File: src/rtl/lifo_reverse_ctrl.sv
// Stream-to-stack controller: fills an external push/pop stack with one framed block,
// then drains it so each block leaves in reverse order with m_last on its final word.
module lifo_reverse_ctrl #(
    parameter int DATA_W = 32,
    parameter int DEPTH  = 32,
    parameter int CNT_W  = 6
) (
    input  logic              clk,
    input  logic              rst,
    input  logic              s_valid,
    output logic              s_ready,
    input  logic [DATA_W-1:0] s_data,
    input  logic              s_last,
    output logic              m_valid,
    input  logic              m_ready,
    output logic [DATA_W-1:0] m_data,
    output logic              m_last,
    output logic              lifo_w_en,
    output logic              lifo_r_en,
    output logic [DATA_W-1:0] lifo_data_in,
    input  logic [DATA_W-1:0] lifo_data_out,
    input  logic              lifo_full,
    input  logic              lifo_empty,
    output logic              trunc,
    output logic              busy
);

    localparam logic [1:0] FILL = 2'd0;
    localparam logic [1:0] POP  = 2'd1;
    localparam logic [1:0] LOAD = 2'd2;
    localparam logic [1:0] OUT  = 2'd3;

    localparam logic [CNT_W-1:0] DEPTH_C = CNT_W'(DEPTH);

    logic [1:0]        state_q, state_d;
    logic [CNT_W-1:0]  cnt_q, cnt_d;
    logic              m_valid_q, m_valid_d;
    logic              m_last_q, m_last_d;
    logic [DATA_W-1:0] m_data_q, m_data_d;
    logic              trunc_q, trunc_d;
    logic              accept;
    logic [CNT_W-1:0]  cnt_inc;

    // Internal count decides fullness; the stack's own flags only gate as a backstop.
    assign s_ready      = (state_q == FILL) && (cnt_q < DEPTH_C) && !lifo_full;
    assign accept       = s_valid && s_ready;
    assign cnt_inc      = cnt_q + 1'b1;
    assign lifo_w_en    = accept;
    assign lifo_data_in = s_data;
    assign lifo_r_en    = (state_q == POP) && !lifo_empty;

    assign m_valid = m_valid_q;
    assign m_last  = m_last_q;
    assign m_data  = m_data_q;
    assign trunc   = trunc_q;
    assign busy    = (state_q != FILL) || (cnt_q != '0);

    always_comb begin
        state_d   = state_q;
        cnt_d     = cnt_q;
        m_valid_d = m_valid_q;
        m_last_d  = m_last_q;
        m_data_d  = m_data_q;
        trunc_d   = 1'b0;
        case (state_q)
            FILL: begin
                if (accept) begin
                    cnt_d = cnt_inc;
                    if (s_last || (cnt_inc == DEPTH_C)) begin
                        state_d = POP;
                        trunc_d = !s_last;
                    end
                end
            end
            POP: begin
                // Count says data remains but the stack disagrees: resynchronise empty.
                if (lifo_empty) begin
                    state_d = FILL;
                    cnt_d   = '0;
                end else begin
                    cnt_d   = cnt_q - 1'b1;
                    state_d = LOAD;
                end
            end
            LOAD: begin
                m_data_d  = lifo_data_out;
                m_last_d  = (cnt_q == '0);
                m_valid_d = 1'b1;
                state_d   = OUT;
            end
            OUT: begin
                if (m_ready) begin
                    m_valid_d = 1'b0;
                    if (m_last_q) begin
                        m_last_d = 1'b0;
                        state_d  = FILL;
                    end else begin
                        state_d = POP;
                    end
                end
            end
            default: state_d = FILL;
        endcase
    end

    always_ff @(posedge clk) begin
        if (rst) begin
            state_q   <= FILL;
            cnt_q     <= '0;
            m_valid_q <= 1'b0;
            m_last_q  <= 1'b0;
            m_data_q  <= '0;
            trunc_q   <= 1'b0;
        end else begin
            state_q   <= state_d;
            cnt_q     <= cnt_d;
            m_valid_q <= m_valid_d;
            m_last_q  <= m_last_d;
            m_data_q  <= m_data_d;
            trunc_q   <= trunc_d;
        end
    end

endmodule

File: config.mk
export PLATFORM = sky130hd
export DESIGN_NAME = lifo_reverse_ctrl
export DESIGN_NICKNAME = d
export VERILOG_FILES = /design/src/rtl/lifo_reverse_ctrl.sv
export SDC_FILE = /design/constraint.sdc
export NUM_CORES = 1
export LEC_CHECK = 0
export BUFFER_PORTS_ARGS = -buffer_cell sky130_fd_sc_hd__buf_2
export CAP_MARGIN = 40
export CORE_MARGIN = 2
export CORE_UTILIZATION = 30
export CTS_CLUSTER_SIZE = 25
export DETAILED_ROUTE_END_ITERATION = 10
export HOLD_SLACK_MARGIN = 0.1
export SETUP_SLACK_MARGIN = 0.02
export SLEW_MARGIN = 10
export SYNTH_ARGS = -nofsm -noshare
export SYNTH_HDL_FRONTEND = slang
export SYNTH_SLANG_ARGS = --single-unit
File: constraint.sdc
create_clock -name clk -period 1.4 [get_ports clk]
set_input_delay 0.42 -clock clk [delete_from_list [all_inputs] [get_ports clk]]
set_output_delay 0.42 -clock clk [all_outputs]
set_load 0.02 [all_outputs]
Yosys cells after proc, flatten, opt, wreduce, memory -nomap -nowiden
Index checks and enable logic that the tools add are counted.

word-level totals
  flip-flop bits (word level) = 43
  bits of input ports = 71
  output and inout port bits = 71
  logic and storage cells = 50

cells by class
  add/subtract/negate cells = 2
  magnitude comparators = 1
  equality and inequality tests = 7
  mux-type cells = 12
  bitwise logic cells = 3
  reductions and logical operators = 19

operators with widths
  cell                 number
  $mux 6               2
  $pmux 6 s2           1
  $mux 2               4
  $pmux 2 s4           1
  $add 6x1->6 const B  1
  $eq 6x6->1 const B   1
  $logic_not 6->1      1
  $lt 6x6->1 const B   1
  $reduce_bool 2->1    3
  $reduce_bool 6->1    1
  $sub 6x1->6 const B  1
  $eq 2x2->1 const B   2
  $logic_and 1x1->1    4
  $ne 2x2->1 const B   2
  $pmux 1 s2           2
  $reduce_and 2->1     2
  $reduce_or 4->1      1
  $logic_not 1->1      3
  $not 1->1            3
  $reduce_and 3->1     1
  $eq 2x1->1 const B   1
  $logic_not 2->1      1
  $logic_or 1x1->1     2
  $mux 1               2
  $ne 2x1->1 const B   1

Depth between registers and ports, before layout
  word-level depth = 6
  depth in mapped cells = 6

Worst setup path after synthesis
OpenSTA, ideal clock, no wires.

  kind = input to output
  start point = in lifo_full
  end point = out lifo_w_en
  arrival time = 1331 ps
  data required time = 980 ps
  path slack = -351 ps
  stages = 2
  cells stage by stage = or3b_4 > nor3_1

between the ends
  longest elaborated chain between the ends = 3

ends and longest elaborated chain
  what                RTL line  text
  start: declaration  22        input logic lifo_full,
  $logic_not 1->1     45        assign s_ready = (state_q == FILL) && (cnt_q < DEPTH_C) && !lifo_full;
  $logic_and 1x1->1   45
  $logic_and 1x1->1   46        assign accept = s_valid && s_ready;
  end: declaration    18        output logic lifo_w_en,

Every way passes these cells.

Worst setup path after layout
  start point = reg cnt_q[0]
  end point = out busy

between the ends
  longest elaborated chain between the ends = 2

ends and longest elaborated chain
  what                      RTL line  text
  start: declaration        36        logic [CNT_W-1:0] cnt_q, cnt_d;
  start signal: assignment  116       cnt_q <= cnt_d;
  $reduce_bool 6->1         56        assign busy = (state_q != FILL) || (cnt_q != '0);
  $logic_or 1x1->1          56
  end: declaration          25        output logic busy

Every way passes these cells.

==> results.tsv <==
metric	value	unit
status	finished, violations left	
violations	negative setup slack	
final_common_cell	buf_2	
ys_ff_latch	43	
die_w	86.5	um
path_max_fanout	2	
synth_nets	333	
slew_violations	0	
start_kind	flop	
topRoutingLayerUsed	met4	
hp-class	primary input to flop	
path_buf_inv	2	
place_congestion	0.866	
clockRootBuffer	clkbuf_8	
fin_skew	0.00989	ns
switchingPower	764	uW
rsz0062_at_grt	true	
intPower	1890	uW
finalCritPeriodShare	1.25	
ctsHtreeMaxLevel	2	
initial_core_util	0.306	
period_needed	1.75	ns
cts-buffers-inserted	5	
grt_pass1_vias	1805	
grt.overflow.total	0	
drt-total-wl	5050	um
critPathSlowestCell	dfxtp_2	
pwr-share-clk	0.304	
grt_pass1_wl	8140	um
max_slew.worst_pin.slew	0.375	ns
fmax	0.570	GHz
reg2reg_slack	-0.19	ns
hold_buffers	0	
antenna_left	0	
power_leakage	0.00122	uW
irDropWorstVdd	0.482	mV
critical_path_class	flop to primary output	
cp_slowest_stage_delay	0.33	ns
via_per_inst	4.59	
drc	0	
sw_frac_of_total	0.288	
cpLargestDelayFamily	simple AND/OR/NAND/NOR gates	
finalHoldViolations	0	
dr_wl_met2	2300	um
cts_buffer_depth	2	
vias	1917	
num_io_pins	142	
antenna_cells	0	
stdcell_count	418	
syn_area	2040	sq um
final_cell_mix	73 x buf_2, 72 x nand2_1, 37 x a21oi_1, 36 x dfxtp_1, 28 x buf_4	
finalSetupViolCount	10	
hold_depth	2	
netlist_instances	260	
slew-limit-headroom	0.749	
fp.dieH	86.5	um
num-nets-final	410	
clk_latency	0.30	ns
r2r-start	cnt_q[5]	
syn_area_per_cell	7.85	sq um
fin_ws	-0.354	ns
synth_edf_count	0	
cap_viol_max_count	0	
die_area	7480	sq um
cp-startpoint	cnt_q[0]	
syn2layout_area_growth	38.8	%
path_cells	inv_2, ha_4, nand2b_4, nor4_4, nand3_2, buf_6	
p_per_area	937	nW/um^2
postSynth.asyncResetShare	0	
synth-main-ff-cell	dfxtp_1	
grt.total_usage	0.137	
pwr-share-seq	0.483	
rows	30	
min_to	trunc	
rr_worst_depth	6	
cts_tree	built	
yosysUniqueCellTypes	38	
comb_power_share	0.213	
yosysSeqAreaShare	0.422	
first_iter_violations	78	
clk_pin_slew	0.09	ns
wl_per_cell	12.1	um
grt_max_degree	33	
antenna_found_initial	0	
fp.coreArea	6680	sq um
r2r-end	cnt_q[3]	
dr.pass1.iters	4	
port_buffers	77	
drive_above_1_share	0.462	
power.total	2660	uW
cts_sinks	43	
wl_met3	401	um
hold_ws	0.299	ns
crit_required	0.98	ns
wl_met1	2260	um
dp.cells	400	
arrival	1.33	ns
yosysWarnings	0	
hpwl	3490	um
min_from	s_last	
endpoint_kind	primary output	
-- logic make-up after synthesis --
family | synth area share
buf+inv | 0.159
simple gates | 0.233
xor+xnor | 0.00429
fa+ha+maj | 0.0123
compound gates | 0.165
mux | 0.00490
flops | 0.422
-- sequential cells by signal (all words and copies together) (netlist names), named ones only --
register	count
state_q	1
m_data	32
m_valid	1
trunc	1
cnt_q	6
m_last	1
-- area by class of cell --
type | count | area [sq um]
Multi-Input combinational cell | 164 | 975
Fill cell | 686 | 3850
Clock buffer | 5 | 68.8
Clock inverter | 3 | 20.0
Tap cell | 80 | 100
Inverter | 6 | 22.5
Sequential cell | 43 | 875
Timing Repair Buffer | 117 | 773
-- how the worst max path moves through the flow --
| stage | endpoint | slack (ns) | cells past startpoint |
|---|---|---|---|
| 3_5_place_dp | cnt_q[1] | -0.30 | 6 |
| 5_1_grt | busy | -0.44 | 6 |
| 2_1_floorplan | lifo_w_en | -0.09 | 2 |
| 6_report | busy | -0.35 | 6 |
| 3_3_place_gp | lifo_w_en | -0.30 | 4 |
| 4_1_cts | busy | -0.42 | 6 |
-- through the flow --
stage                      util  area (sq um)  worst slack [ns]  setup TNS, ns
final                     0.424          2830            -0.354          -1.82
after global routing      0.424          2830            -0.438          -2.51
after CTS                 0.414          2770            -0.418          -1.81
after detailed placement  0.377          2520            -0.302          -1.95
after global placement    0.377          2520            -0.299          -1.80
after floorplan               -          2090           -0.0891         -0.302
-- layer usage --
metal,up-vias,global-route usage
met5,-,0
met4,0,0.0497
met3,11,0.0505
met2,65,0.217
met1,859,0.171
li1,982,-
-- power by group through the flow --
stage | clock network (uW) | registers (uW) | logic [uW]
after detailed placement | 0 | 1310 | 457
after global routing | 897 | 1290 | 619
final | 808 | 1280 | 565
after CTS | 838 | 1280 | 550
after floorplan | 0 | 1340 | 344
after global placement | 0 | 1310 | 456
-- cells in the mapped netlist, types with 2 or more instances --
cell,instances,area [sq um]
nand2_1,73,274
dfxtp_1,43,861
a21oi_1,37,185
buf_4,32,240
clkbuf_1,9,33.8
nor2_1,7,26.3
nor3_1,7,35.0
inv_1,6,22.5
buf_2,5,25.0
o21ai_0,5,25.0
nand3_1,4,20.0
a211oi_1,2,15.0
a22oi_1,2,15.0
ha_1,2,25.0
nand2b_1,2,12.5
nor4_1,2,12.5
-- repair_timing --
item	in CTS	in global routing
gates resized for setup	28	15
setup buffers	8	3
setup endpoints to repair	10	18
pin swaps	12	8
(Power assumes the default switching activity.)
